<file path="src/rtl/ball_motion.sv">
// -----------------------------------------------------------------------------
// ball_motion
//   Moves a one-pixel-per-step ball around a 640x480 play field for a
//   breakout-style game. The ball sits on the slider while serving, bounces
//   off whatever the collision logic reports while running, and costs a life
//   when it falls below the floor. After the last life the game freezes until
//   reset.
//
// Parameters
//   CLK_DIV     : move-tick period in clk cycles at level 0
//   START_LIVES : lives loaded at reset
//   DEAD_TICKS  : move ticks spent in DEAD before leaving it
//
// Ports
//   clk        in   1   system clock, everything changes on the rising edge
//   rst        in   1   synchronous, active-high reset
//   iLevel     in   2   game level: 0 slow, 1 twice as fast, 2/3 four times
//   iStart     in   1   launch request, only honoured while serving
//   iSlider_x  in  10   slider centre x (pixels)
//   iSlider_y  in  10   slider centre y (pixels)
//   iCrash     in   4   collision flags {left, right, up, down}, bit 3 = left
//   iBallDie   in   1   ball has dropped below the play floor
//   oBall_x    out 10   ball centre x (pixels)
//   oBall_y    out 10   ball centre y (pixels)
//   oState     out  2   0 SERVE, 1 RUN, 2 DEAD, 3 OVER (also the FSM debug view)
//   oLives     out  2   lives remaining
//   oMove      out  1   high for the one clk in which a new RUN position shows
//
// Coordinates: x grows to the right, y grows downward. dx/dy = 1 means the
// coordinate is increasing.
// -----------------------------------------------------------------------------
module ball_motion #(
    parameter int CLK_DIV     = 250000,
    parameter int START_LIVES = 3,
    parameter int DEAD_TICKS  = 64
) (
    input  logic       clk,
    input  logic       rst,
    input  logic [1:0] iLevel,
    input  logic       iStart,
    input  logic [9:0] iSlider_x,
    input  logic [9:0] iSlider_y,
    input  logic [3:0] iCrash,
    input  logic       iBallDie,
    output logic [9:0] oBall_x,
    output logic [9:0] oBall_y,
    output logic [1:0] oState,
    output logic [1:0] oLives,
    output logic       oMove
);

    typedef enum logic [1:0] {
        SERVE = 2'd0,
        RUN   = 2'd1,
        DEAD  = 2'd2,
        OVER  = 2'd3
    } state_t;

    localparam logic [31:0] DIV_BASE  = 32'(CLK_DIV);
    localparam logic [31:0] DEAD_LAST = (DEAD_TICKS > 0) ? 32'(DEAD_TICKS - 1) : 32'd0;
    localparam logic [9:0]  X_MIN     = 10'd10;
    localparam logic [9:0]  X_MAX     = 10'd630;
    localparam logic [9:0]  Y_MIN     = 10'd10;
    localparam logic [9:0]  Y_MAX     = 10'd470;
    localparam logic [9:0]  RST_X     = 10'd320;
    localparam logic [9:0]  RST_Y     = 10'd400;
    localparam logic [9:0]  SERVE_GAP = 10'd31;   // ball rests this far above slider centre

    // -------------------------------------------------------------------------
    // Registered state
    // -------------------------------------------------------------------------
    state_t      state,    state_n;
    logic [9:0]  ball_x,   ball_x_n;
    logic [9:0]  ball_y,   ball_y_n;
    logic        dx,       dx_n;
    logic        dy,       dy_n;
    logic [1:0]  lives,    lives_n;
    logic        move,     move_n;
    logic [31:0] dead_cnt, dead_cnt_n;
    logic [31:0] tick_cnt;

    logic [31:0] period;
    logic        tick;

    // -------------------------------------------------------------------------
    // Move-tick generator. Runs in every state. The compare is ">=" rather
    // than "==" so that switching to a faster level while the counter is
    // already past the new terminal count produces a tick on the next clk
    // instead of letting the counter run away.
    // -------------------------------------------------------------------------
    always_comb begin
        period = DIV_BASE;
        case (iLevel)
            2'd0:    period = DIV_BASE;
            2'd1:    period = DIV_BASE >> 1;
            default: period = DIV_BASE >> 2;
        endcase
        // A tiny divider would otherwise give period 0 and a wrapped compare.
        if (period == 32'd0) begin
            period = 32'd1;
        end
    end

    assign tick = (tick_cnt >= (period - 32'd1));

    always_ff @(posedge clk) begin
        if (rst) begin
            tick_cnt <= 32'd0;
        end else if (tick) begin
            tick_cnt <= 32'd0;
        end else begin
            tick_cnt <= tick_cnt + 32'd1;
        end
    end

    // -------------------------------------------------------------------------
    // One-pixel step with clamping to [lo, hi]. Also pulls a position that
    // started outside the field (e.g. a slider reported off-screen) back in.
    // -------------------------------------------------------------------------
    function automatic logic [9:0] step_clamp(input logic [9:0] pos,
                                              input logic       up,
                                              input logic [9:0] lo,
                                              input logic [9:0] hi);
        logic [9:0] nxt;
        if (up) begin
            nxt = (pos >= hi) ? hi : pos + 10'd1;
        end else begin
            nxt = (pos <= lo) ? lo : pos - 10'd1;
        end
        if (nxt < lo) begin
            nxt = lo;
        end
        if (nxt > hi) begin
            nxt = hi;
        end
        return nxt;
    endfunction

    // -------------------------------------------------------------------------
    // FSM state register
    // -------------------------------------------------------------------------
    always_ff @(posedge clk) begin
        if (rst) begin
            state    <= SERVE;
            ball_x   <= RST_X;
            ball_y   <= RST_Y;
            dx       <= 1'b1;
            dy       <= 1'b0;
            lives    <= 2'(START_LIVES);
            move     <= 1'b0;
            dead_cnt <= 32'd0;
        end else begin
            state    <= state_n;
            ball_x   <= ball_x_n;
            ball_y   <= ball_y_n;
            dx       <= dx_n;
            dy       <= dy_n;
            lives    <= lives_n;
            move     <= move_n;
            dead_cnt <= dead_cnt_n;
        end
    end

    // -------------------------------------------------------------------------
    // FSM next-state and datapath
    // -------------------------------------------------------------------------
    always_comb begin
        logic dx_f;
        logic dy_f;

        state_n    = state;
        ball_x_n   = ball_x;
        ball_y_n   = ball_y;
        dx_n       = dx;
        dy_n       = dy;
        lives_n    = lives;
        move_n     = 1'b0;
        dead_cnt_n = dead_cnt;
        dx_f       = dx;
        dy_f       = dy;

        case (state)
            SERVE: begin
                // Ball rides on the slider and is always launched up-right.
                ball_x_n   = iSlider_x;
                ball_y_n   = iSlider_y - SERVE_GAP;
                dx_n       = 1'b1;
                dy_n       = 1'b0;
                dead_cnt_n = 32'd0;
                if (iStart) begin
                    state_n = RUN;
                end
            end

            RUN: begin
                if (iBallDie) begin
                    // Losing the ball beats any step that would land this clk.
                    state_n    = DEAD;
                    dead_cnt_n = 32'd0;
                    lives_n    = (lives == 2'd0) ? 2'd0 : lives - 2'd1;
                end else if (tick) begin
                    // A flag only flips a direction that still heads into the
                    // obstacle, so a flag held across ticks cannot flip back.
                    if (!dx && iCrash[3]) begin
                        dx_f = 1'b1;
                    end else if (dx && iCrash[2]) begin
                        dx_f = 1'b0;
                    end
                    if (!dy && iCrash[1]) begin
                        dy_f = 1'b1;
                    end else if (dy && iCrash[0]) begin
                        dy_f = 1'b0;
                    end
                    // Step in the updated direction so the ball leaves the
                    // obstacle on the same tick it bounced.
                    dx_n     = dx_f;
                    dy_n     = dy_f;
                    ball_x_n = step_clamp(ball_x, dx_f, X_MIN, X_MAX);
                    ball_y_n = step_clamp(ball_y, dy_f, Y_MIN, Y_MAX);
                    move_n   = 1'b1;
                end
            end

            DEAD: begin
                if (tick) begin
                    if (dead_cnt >= DEAD_LAST) begin
                        dead_cnt_n = 32'd0;
                        state_n    = (lives != 2'd0) ? SERVE : OVER;
                    end else begin
                        dead_cnt_n = dead_cnt + 32'd1;
                    end
                end
            end

            OVER: begin
                // Frozen until reset.
            end

            default: begin
                state_n = SERVE;
            end
        endcase
    end

    // -------------------------------------------------------------------------
    // Outputs
    // -------------------------------------------------------------------------
    assign oBall_x = ball_x;
    assign oBall_y = ball_y;
    assign oState  = state;
    assign oLives  = lives;
    assign oMove   = move;

endmodule

</file>
<file path="config.mk">
export PLATFORM = sky130hd
export DESIGN_NAME = ball_motion
export DESIGN_NICKNAME = d
export VERILOG_FILES = /design/src/rtl/ball_motion.sv
export SDC_FILE = /design/constraint.sdc
export NUM_CORES = 1
export LEC_CHECK = 0
export ABC_AREA = 1
export CORE_MARGIN = 1
export CORE_UTILIZATION = 60
export CTS_CLUSTER_DIAMETER = 150
export DETAILED_ROUTE_END_ITERATION = 16
export PLACE_DENSITY = 0.81
export SYNTH_ARGS = -nofsm -noshare
export SYNTH_HDL_FRONTEND = slang
export SYNTH_SLANG_ARGS = --single-unit
</file>
<file path="constraint.sdc">
create_clock -name clk -period 6.3 [get_ports clk]
set_clock_uncertainty 0.05 [all_clocks]
set_input_delay 1.26 -clock clk [delete_from_list [all_inputs] [get_ports clk]]
set_output_delay 1.26 -clock clk [all_outputs]
set_load 0.02 [all_outputs]
</file>
Word level (Yosys, flattened, before mapping). Index checks and enable logic that the tools add are counted.

ROM bits: 0. Output and inout bits: 25. Input port bits: 30. Bits in writable memories: 0. Memories kept: 0. Register bits: 91. Bits in latches: 0.

Equal/unequal tests: 9. Reductions and logical operators: 19. Bitwise operators: 1. Order comparisons: 10. Add/subtract/negate cells: 9. Muxes and demuxes: 58. Div/mod/pow operators: 0. $mul: 0. Shifts and indexed selects: 0.

Operators with widths (count): 10-bit two-way mux (26); 32-bit two-way mux (4); 32-bit case mux with 3 select lines (1); 32-bit by 1-bit adder with 32-bit output, second input constant (2); 10-bit case mux with 2 select lines (2); 18-bit case mux with 2 select lines (1); 32-bit >= comparator (1); 32-bit by 6-bit >= comparator with 1-bit output, second input constant (1); 32-bit zero test (1); 32-bit by 1-bit subtractor with 32-bit output, second input constant (1); 10-bit by 1-bit adder with 10-bit output, second input constant (2); 10-bit by 4-bit less-or-equal comparator with 1-bit output, second input constant (2); 10-bit by 4-bit less-than comparator with 1-bit output, second input constant (2); 10-bit by 1-bit subtractor with 10-bit output, second input constant (2); 1-bit two-way mux (15); 2-bit two-way mux (6); 2-bit inequality test, second input constant (6); 10-bit >= comparator, second input constant (1); 10-bit by 9-bit >= comparator with 1-bit output, second input constant (1); 10-bit greater-than comparator, second input constant (1); 10-bit by 9-bit greater-than comparator with 1-bit output, second input constant (1); 10-bit by 5-bit subtractor with 10-bit output, second input constant (1); 2-bit zero test (3); 2-bit case mux with 3 select lines (1); other kinds (14) (22).

Longest topological paths before layout. Gate-level depths: netlist of the first run.

Depth after elaboration: 23. Gate-level depth with buffers: 20. Mapped depth without buffers: 20.

Worst setup path after synthesis of the first run. No wires, ideal clock.

Path kind: input -> register. From: in iLevel[1]. To: reg ball_x[6], in the netlist oBall_x[6]. Cell stages on the path: 18. Buffers on the path: 1. Required time: 6.117 ns. Path slack: 3.157 ns. Data arrival time: 2.960 ns. Path through: nor2_1 -> inv_1 -> ha_1 -> a21oi_1 -> nand3_1 -> a21oi_1 -> o21ai_0 -> nand3_1 -> o211ai_1 -> nand2_1 -> nand2_1 -> nand2_1 -> nand2_1 -> inv_1 -> buf_2 -> nor2_1 -> nand2_1 -> nand3_1.

Word-level cells in the longest chain between the ends: 8. Elaborated cells on any way between the ends: 9. Those cells by class: add/sub (1); order compare (1); eq/ne (2); mux (2); reduce/logical (3).

Ends and longest elaborated chain: from (decl) (RTL line 39) `input logic [1:0] iLevel,`; 2-bit by 1-bit equality test with 1-bit output or 2-bit zero test (tied branches) (RTL line 93) `case (iLevel)`; 18-bit case mux with 2 select lines (*) (RTL line 93); 32-bit zero test (RTL line 99) `if (period == 32'd0) begin`; 32-bit two-way mux (*) (RTL line 99); 32-bit by 1-bit subtractor with 32-bit output (*) (RTL line 104) `assign tick = (tick_cnt >= (period - 32'd1));`; 32-bit >= comparator (*) (RTL line 104); 2-bit inequality test (no source line) (*); 3-bit AND reduction (no source line) (*); to (signal assigned) (RTL line 154) `ball_x <= ball_x_n;`; to (decl) (RTL line 73) `logic [9:0] ball_x, ball_x_n;`.

Every way passes the cells marked *; elsewhere a longest branch is shown, timed or not. A chain may end at the register's enable or synchronous reset.

Worst setup path in the final report of the first run.
From: in iLevel[1]. To: reg ball_y[4], in the netlist oBall_y[4].

Word-level cells in the longest chain between the ends: 8. Elaborated cells on any way between the ends: 9. Those cells by class: add/sub (1); order compare (1); eq/ne (2); mux (2); reduce/logical (3).

Ends and longest elaborated chain: 2-bit by 1-bit equality test with 1-bit output or 2-bit zero test (tied branches) (RTL line 93); 18-bit case mux with 2 select lines (*) (RTL line 93); 32-bit zero test (RTL line 99); 32-bit two-way mux (*) (RTL line 99); 32-bit by 1-bit subtractor with 32-bit output (*) (RTL line 104); 32-bit >= comparator (*) (RTL line 104); 2-bit inequality test (no source line) (*); 3-bit AND reduction (no source line) (*); to (signal assigned) (RTL line 155) `ball_y <= ball_y_n;`; to (decl) (RTL line 74) `logic [9:0] ball_y, ball_y_n;`.

Marks and branches as above.

==> run metrics, run 1 <==
Synth area leaders dfxtp_1 (32%), nand2_1 (13%), inv_1 (5.9%); die area 9864 um^2; cell area after synthesis about 5700 um^2; initial antenna violation count 0; area of the multi-input gates 3358 um^2; Max stage delay on crit path approximately 480 ps; clock latency on the worst-skew pair 360 ps; most common cell in the netlist nand2_1; ys flop type dfxtp_1; cell taking the most area after synthesis dfxtp_1; Fillers 785; # diodes 0; Final setup viols 0; Unique masters post-synth 53; EDFF count, synth 0; Worst Tran Pin Value 737.9 ps; tightest hold margin 398.4 ps; maxcap violations 0; Setup TNS 0 ps; sequential area share after synthesis between 30% and 40%; Setup Buffers After CTS 0; Reg2Reg Depth 11; layout cells sized above 1 11.06%; PD cells 439.7 nW/um^2; worst path required time 6480 ps; area delta synth->final 14.24%; FF/Latch Area 1822 um^2; grt total ovfl 0; drt first pass iters 5; core area slightly above 9000 um^2; unrepaired setup endpoints after global routing false; vias per inst 5.519; via count 5552; Slew Limit Fails 0; status completed; CP most frequent cell nand2_1; DR iter-0 viols 259; clock slew at reported path FFs 90 ps; critical path type primary input to flop; DR WL/cell 13.51 um; GP Congestion roughly 0.93; CP arrival ~4500 ps; vias in the first global route about 5.1k; IO Count 55; Worst Setup End Kind flop; first-pass GRT wire length roughly 23 mm; period utilization 69.01%; hold buffers post-CTS 0; HP Class flop to flop; Initial Util 61.80%; Clock Path Buffers 2; Gates resized, CTS repair 0; Clock Sinks 91; Worst Setup EP oBall_y[4]; CP startpoint iLevel[1]; #FFs+latches synth 91; Final nets 944; max frequency about 230 MHz; largest net degree at the start of global routing 34; reg2reg start oState[1]; Root Buffer clkbuf_8; H-tree depth 3; CP startpoint kind primary input; reg2reg end oBall_y[4]; die height 99.32 um; post-route ant nets 0; average size of a mapped cell roughly 7 um^2; total routed wirelength 13.59 mm; All-Layer GR Usage 28.37%; Final Critical Period ~4300 ps; CP Cell Sequence clkdlybuf4s50_1 > nor2_1 > inv_1 > ha_1 > a21oi_1 > nand3_1 > a21oi_1 > o21ai_0 > nand3_1 > o211ai_1 > nand2_1 > nand2_1 > nand2_1 > nand2_1 > buf_4 > inv_1 > nor2_1 > o21ai_1 > nand3_1; Worst slew margin 50.81%; total CTS buffers 9; Leakage 2.811 nW; DP HPWL 10.15 mm; Post-Syn Instances 836; CTS tree built; buffers added on ports 54; Std-Cell Rows 35; asr flop ratio synth 0%; Syn. warnings 0; worst vdd ir 257.8 uV; Post-synth top cells nand2_1 (198), dfxtp_1 (91), inv_1 (89), nor2_1 (86), nand3_1 (55); Tot Pwr 2.855 mW; CP max-delay cell clkdlybuf4s50_1; Yosys top cell area share 32.06%; CP Max Fanout 17; Residual DRC 0; Final Hold Vio Count 0; r2r setup slk 2750 ps; Chip Width 99.32 um
[how the worst min path moves through the flow]
| stage | from | endpoint | slack (ps) | depth (start not counted) |
|---|---|---|---|---|
| floorplan | dead_cnt[7] | dead_cnt[7] | 370 | 2 |
| global placement | dead_cnt[13] | dead_cnt[13] | 380 | 2 |
| CTS | dead_cnt[6] | dead_cnt[6] | 400 | 2 |
| global route | dead_cnt[11] | dead_cnt[11] | 420 | 2 |
| detailed placement | dead_cnt[14] | dead_cnt[14] | 380 | 2 |
| finish | dead_cnt[15] | dead_cnt[15] | 400 | 2 |
[layout by cell type (no fill, tap or decap), types with 4 or more instances in the layout]
cell type	count
a21oi_1	41
a21oi_2	5
clkbuf_8	9
clkdlybuf4s50_1	54
clkinv_1	4
conb_1	13
dfxtp_1	91
ha_1	24
inv_1	89
inv_2	15
nand2_1	198
nand2_2	12
nand3_1	55
nand3_2	6
nand4_1	27
nor2_1	86
nor2_2	16
nor3_1	23
nor4_1	7
o211ai_1	7
o21ai_0	35
or2_2	7
xnor2_1	6
xor2_1	16
[registers in the layout, indices dropped and copies added, names as in the netlist]
signal / cells
oBall_y: 10
oMove: 1
dx: 1
oBall_x: 10
tick_cnt: 32
dead_cnt: 32
oState: 2
dy: 1
oLives: 2
[layer usage]
| metal | vias up | track usage, % | wire length (um) | share of wire [%] |
|---|---|---|---|---|
| li1 | 2811 | - | - | - |
| met2 | 157 | 47.60 | 6356 | 47 |
| met1 | 2554 | 37.69 | 6247 | 46 |
| met4 | 0 | 9.276 | 280 | 2.1 |
| met5 | - | 0 | 0 | 0 |
| met3 | 30 | 3.935 | 705 | 5.2 |
[kinds of logic after synthesis]
kind of cell               synth area share [%]
AOI/OAI and AO/OA                         11.05
adders and majority gates                 5.284
xor gates and xnor gates                  3.390
buffers and inverters                     9.643
other                                   0.06599
and+or+nand+nor                           38.51
DFF                                       32.06
[layout make-up]
type	count	area share [%]
multi-input cells	622	51.72
flip-flops and latches	91	28.06
repair buffers	57	8.672
inverters	109	6.321
well taps	111	2.139
clock buffers	9	1.908
clock inverters	7	1.176
[worst max-delay path: cells and delay by family]
kind / cells / cell delay (ps)
and+or+nand+nor: 9 / 1180
adders and majority gates: 1 / 300
buffers and inverters: 4 / 1190
AOI/OAI and AO/OA: 5 / 610
[power by group]
group | switching, mW | internal (mW) | leakage [nW]
sequential | 0.186 | 0.660 | 0.744
combinational | 1.04 | 0.573 | 1.96
clock | 0.235 | 0.158 | 0.103
[metrics by stage]
| step | cell area [um^2] | worst slack (ps) | utilization, % | cells |
|---|---|---|---|---|
| after global routing | 6492 | 1634 | 70.60 | 1006 |
| final | 6492 | 1952 | 70.60 | 1006 |
| after detailed placement | 6292 | 1661 | 68.42 | 990 |
| after floorplan | 5728 | 3157 | - | 848 |
| after CTS | 6492 | 2011 | 70.60 | 1006 |
| after global placement | 6292 | 1926 | 68.42 | 990 |
Note: power is estimated with default switching activity, not from simulation.
==> inputs of run 2 (changes only) <==
- CORE_UTILIZATION: 60 -> 58
- PLACE_DENSITY: 0.81 -> 0.79
- clock period: 6.3 -> 4.3 ns (I/O delays scaled with it)
==> run metrics, run 2 (synthesized netlist as in run 1, its figures left out) <==
post-route ant nets 0 (unchanged); vias per inst 5.311 (-3.8%); Root Buffer clkbuf_8; max frequency approximately 300 MHz; worst vdd ir 299.4 uV (+16%); Leakage 2.827 nW (+0.58%); CP most frequent cell nand3_1; HP Class flop to flop; Cell Area, Placed 6345 um^2 (+0.84%); hold buffers post-CTS 0 (unchanged); CP arrival 3620 ps (-910 ps); maxcap violations 0 (unchanged); Final setup viols 0 (unchanged); clock latency on the worst-skew pair 360 ps (about the same); DR iter-0 viols 227 (-12%); Worst Tran Pin Value 766.6 ps (+28.76 ps); switching power total 2.092 mW (+43%); clock power share 13.4% (-0.4 points); Worst slew margin 48.89% (-1.9 points); sequential cell fraction of total power 29.7% (about the same); total CTS buffers 9 (unchanged); drt first pass iters 6 (+1); Hold Startpoint dead_cnt[12]; PD cells 634.6 nW/um^2 (+44%); Worst Hold End dead_cnt[12]; Gates resized, CTS repair 0 (unchanged); die height 101.0 um (+1.7%); H-tree depth 3 (unchanged); buffers added on ports 54 (unchanged); critical path type primary input to flop; Final nets 948 (+0.42%); via count 5460 (-1.7%); Max stage delay on crit path 470 ps (about the same); Setup Buffers After CTS 0 (unchanged); CP Buf/Inv Count 4 (unchanged); Non-Filler Instances 1028 (+2.2%); worst path required time 4500 ps (-1980 ps); clock slew at reported path FFs 100 ps (about the same); DR WL/cell 12.61 um (-6.7%); area delta synth->final 15.06%; reg2reg start oBall_y[0]; status completed; Std-Cell Rows 35 (unchanged); # diodes 0 (unchanged); combinational power share 56.9% (+0.3 points); Setup TNS 0 ps (unchanged); Net Sw Frac 50.41% (-0.87 points); Slew Limit Fails 0 (unchanged); vias in the first global route 4987 (-2.4%); commonest non-fill, non-tap cell in the layout nand2_1; CP Cell Sequence clkdlybuf4s50_1 > nor2_1 > inv_1 > ha_1 > a21oi_1 > nand3_1 > a21oi_1 > o21ai_0 > nand3_1 > o211ai_1 > nand2_1 > nand3_1 > nand2_2 > inv_1 > buf_4 > nand3_1 > nand2_1 > nand2_1 > nor2_1; total routed wirelength 12.96 mm (-4.6%); Residual DRC 0 (unchanged); Final Hold Vio Count 0 (unchanged); Chip Width 101.0 um (+1.7%); Clock Path Buffers 2 (unchanged); period utilization 79.57%; CP top delay family simple AND/OR/NAND/NOR gates; IO Count 55 (unchanged); initial antenna violation count 0 (unchanged); unrepaired setup endpoints after global routing false; first-pass GRT wire length 22.02 mm (-3.3%); Hold Path Stages 2 (unchanged); die area 10200 um^2 (+3.4%); most frequent cells in the layout nand2_1 (198), dfxtp_1 (91), inv_1 (89); core area 9371 um^2 (+1.9%); CTS tree built; grt total ovfl 0 (unchanged); Fillers 814 (+3.7%); Initial Util 60.64% (-1.2 points); layout cells sized above 1 11.46% (+0.40 points); GP Congestion 0.9115 (-2.2%); CP startpoint kind primary input; Final Critical Period between 3000 and 4000 ps; tightest hold margin 393.5 ps (-4.914 ps); CP Max Fanout 18 (+1); Clock Sinks 91 (unchanged); r2r setup slk 1570 ps (-1180 ps); reg2reg end oBall_y[4]; Cell Int Power 2.058 mW (+48%); Worst Setup End Kind flop; Reg2Reg Depth 16 (+5); Final Cell Area 6539 um^2 (+0.71%); Regs by FF count dead_cnt (32), tick_cnt (32); All-Layer GR Usage 26.64% (-1.7 points); critical path depth in cells 19 (unchanged); DP HPWL 9.829 mm (-3.2%); CP max-delay cell clkdlybuf4s50_1; largest net degree at the start of global routing 34 (unchanged); # placed instances 1012 (+2.2%)
-- run 2: cell count changes in the layout (fill, tap and decap cells not counted), sizes merged --
cell	change
buf	+4
clkinv	+1
inv	-1
-- run 2: metal layers --
metal  wire length [um]  GRT usage [%]  vias to the layer above  part of all wire [%]
met3                731          4.230                       19                   5.6
met4                193          7.246                        0                   1.5
li1                   -              -                     2821                     -
met5                  0              0                        -                     0
met2               6014          45.31                      157                    46
met1               6023          35.03                     2463                    46
-- run 2: final cells by class --
class | count | area [um^2] | area share [%]
multi-input cells | 622 | 3358 | 51.36
well taps | 129 | 161.4 | 2.468
inverters | 109 | 410.4 | 6.276
clock inverters | 7 | 70.07 | 1.072
clock buffers | 9 | 123.9 | 1.894
repair buffers | 61 | 593.1 | 9.070
flip-flops and latches | 91 | 1822 | 27.86
-- run 2: worst max path at each step --
stage,end,slack (ps),from
5_1_grt,oBall_y[4],620,iLevel[1]
3_5_place_dp,dead_cnt[5],520,iLevel[1]
3_3_place_gp,dead_cnt[5],620,iLevel[1]
4_1_cts,dead_cnt[5],900,iLevel[1]
2_1_floorplan,oBall_x[6],1560,iLevel[1]
6_report,dead_cnt[5],880,iLevel[1]
-- run 2: metrics by stage --
| step | setup WS [ps] | utilization [%] | power (mW) |
|---|---|---|---|
| 4_1_cts | 899.5 | 69.77 | 4.141 |
| 5_1_grt | 623.8 | 69.77 | 4.522 |
| 6_report | 878.5 | 69.77 | 4.149 |
| 3_3_place_gp | 623.9 | 67.70 | 3.522 |
| 2_1_floorplan | 1557 | - | 2.981 |
| 3_5_place_dp | 515.2 | 67.70 | 3.571 |
-- run 2: power by group through the flow --
| stage | registers, mW | logic, mW | clock network, mW |
|---|---|---|---|
| after floorplan | 1.24 | 1.74 | 0 |
| after detailed placement | 1.25 | 2.32 | 0 |
| final | 1.23 | 2.36 | 0.555 |
| after global placement | 1.24 | 2.28 | 0 |
| after CTS | 1.23 | 2.35 | 0.569 |
| after global routing | 1.26 | 2.66 | 0.602 |
-- run 2: worst register-to-register path: cells and delay by family (launching register included) --
| kind | cells | cell delay, ps |
|---|---|---|
| adder cells (fa/ha/maj) | 1 | 230 |
| AO/OA/AOI/OAI | 1 | 140 |
| AND/OR/NAND/NOR | 11 | 1380 |
| flip-flops | 1 | 490 |
| buffers and inverters | 3 | 290 |
==> inputs of run 3 (changes only) <==
- CORE_UTILIZATION: 58 -> 52
- PLACE_DENSITY: 0.79 -> 0.75
- clock period: 4.3 -> 2.9 ns (I/O delays scaled with it)
==> run metrics, run 3 (synthesized netlist as in run 1, its figures left out) <==
status completed; vias per inst 5.264 (-0.89%); Final Hold Vio Count 0 (unchanged); Worst Hold End dead_cnt[6]; Reg2Reg Depth 18 (+2); clock power share 13.2% (-0.2 points); worst vdd ir 547.7 uV (+83%); Hold Startpoint dead_cnt[6]; Leakage 2.950 nW (+4.4%); hold buffers post-CTS 0 (unchanged); H-tree depth 3 (unchanged); die area 11350 um^2 (+11%); All-Layer GR Usage 24.90% (-1.7 points); CP top delay family buffers and inverters; IO Count 55 (unchanged); sequential cell fraction of total power 27.8% (-1.9 points); Final nets 969 (+2.2%); core area 10460 um^2 (+12%); drt first pass iters 7 (+1); switching power total 3.250 mW (+55%); CP startpoint kind primary input; vias in the first global route 5091 (+2.1%); combinational power share 59.0% (+2.1 points); # diodes 0 (unchanged); die height 106.5 um (+5.5%); Worst slew margin 60.10% (+11 points); layout cells sized above 1 15.00% (+3.5 points); total routed wirelength 13.87 mm (+7.0%); pre-CTS WS -277.0 ps (-792.2 ps); CP arrival 3020 ps (-600 ps); area delta synth->final 19.99%; Hold Path Stages 2 (unchanged); critical path type primary input to flop; first-pass GRT wire length 23.05 mm (+4.6%); clock slew at reported path FFs 100 ps (about the same); Setup TNS 0 ps (unchanged); Net Sw Frac 50.00% (-0.41 points); clock latency on the worst-skew pair 370 ps (about the same); commonest non-fill, non-tap cell in the layout nand2_1; Cell Int Power 3.249 mW (+58%); PD cells 953.1 nW/um^2 (+50%); Cell Area, Placed 6524 um^2 (+2.8%); CP Cell Sequence clkdlybuf4s50_1 > nor2_2 > inv_1 > ha_1 > a21oi_2 > nand3_1 > a21oi_2 > o21ai_0 > nand3_1 > o211ai_1 > nand2_1 > nand3_2 > nand2_4 > clkinvlp_4 > buf_4 > nor2_1 > nor3_1; CP Max Fanout 7 (-11); tightest hold margin 393.5 ps (+0.01800 ps); Slew Limit Fails 0 (unchanged); CP max-delay cell clkdlybuf4s50_1; reg2reg start oBall_x[0]; r2r setup slk 280 ps (-1290 ps); Clock Path Buffers 2 (unchanged); DP HPWL 10.22 mm (+3.9%); Std-Cell Rows 37 (+5.7%); HP Class flop to flop; CP Buf/Inv Count 4 (unchanged); GP Congestion 0.9300 (+2.0%); Regs by FF count dead_cnt (32), tick_cnt (32); Final Critical Period 2800 ps; maxcap violations 0 (unchanged); Root Buffer clkbuf_8; DR WL/cell 13.13 um (+4.2%); reg2reg end oBall_x[6]; # placed instances 1035 (+2.3%); largest net degree at the start of global routing 33 (-2.9%); Max stage delay on crit path 440 ps (-30 ps); Residual DRC 0 (unchanged); worst path required time 3120 ps (-1380 ps); Worst Tran Pin Value 594.9 ps (-171.7 ps); Final setup viols 0 (unchanged); period utilization 96.57%; most frequent cells in the layout nand2_1 (196), dfxtp_1 (90), inv_1 (87); fin worst setup slack 99.52 ps (-779.0 ps); Non-Filler Instances 1056 (+2.7%); max frequency 357.1 MHz; Chip Width 106.5 um (+5.5%); post-route ant nets 0 (unchanged); DR iter-0 viols 347 (+53%); via count 5559 (+1.8%); Final Cell Area 6819 um^2 (+4.3%); Clock Sinks 91 (unchanged); initial antenna violation count 0 (unchanged); buffers added on ports 54 (unchanged); CTS tree built; total CTS buffers 9 (unchanged); Worst Setup End Kind flop; Initial Util 54.32% (-6.3 points); grt total ovfl 0 (unchanged)
## run 3: cell types whose count changed in the layout (fill, tap and decap cells not counted), sizes merged
cell,change
clkinvlp,+2
buf,+21
clkinv,-2
## run 3: layout make-up
cell class	instances	area, um^2
repair buffers	82	800.8
flip-flops and latches	91	1823
clock buffers	9	123.9
fillers	971	3643
clock inverters	7	75.07
inverters	109	414.1
well taps	136	170.2
multi-input cells	622	3412
## run 3: repair_timing
item | CTS | global route
endpoints found under the setup margin | 0 | 44
hold endpoints to repair | 0 | 0
gates resized for setup | 0 | 17
setup buffers | 0 | 5
## run 3: power by group through the flow
stage	Clock (mW)	Combinational (mW)	Sequential, mW
detailed placement	0	3.70	1.83
global route	0.937	4.24	1.84
CTS	0.885	3.73	1.80
finish	0.855	3.83	1.81
global placement	0	3.64	1.82
floorplan	0	2.57	1.84
## run 3: how the worst max path moves through the flow
stage	from	end	slack, ps	depth (start not counted)
3_5_place_dp	iLevel[0]	dead_cnt[27]	-280	13
2_1_floorplan	iLevel[1]	oBall_x[6]	440	18
3_3_place_gp	iLevel[1]	dead_cnt[19]	-190	13
5_1_grt	iLevel[0]	dead_cnt[17]	-120	16
6_report	iLevel[0]	dead_cnt[1]	100	17
4_1_cts	iLevel[0]	dead_cnt[27]	50	13
## run 3: layer usage
layer  share of wire, %  vias up  global-route usage, %
met5                  0        -                      0
met4                1.6        0                  8.611
met3                6.0       23                  3.617
met2                 47      178                  42.07
met1                 45     2500                  32.33
li1                   -     2858                      -
## run 3: metrics by stage
step           total power [mW]  util [%]
6_report                  6.499     65.18
5_1_grt                   7.019     65.18
4_1_cts                   6.413     64.26
3_5_place_dp              5.530     62.35
3_3_place_gp              5.459     62.35
2_1_floorplan             4.420         -
## run 3: worst min-delay path: stages (launching register included)
cell and delay (ps):
dfxtp_1 320, nand2_1 60, nor2_1 30
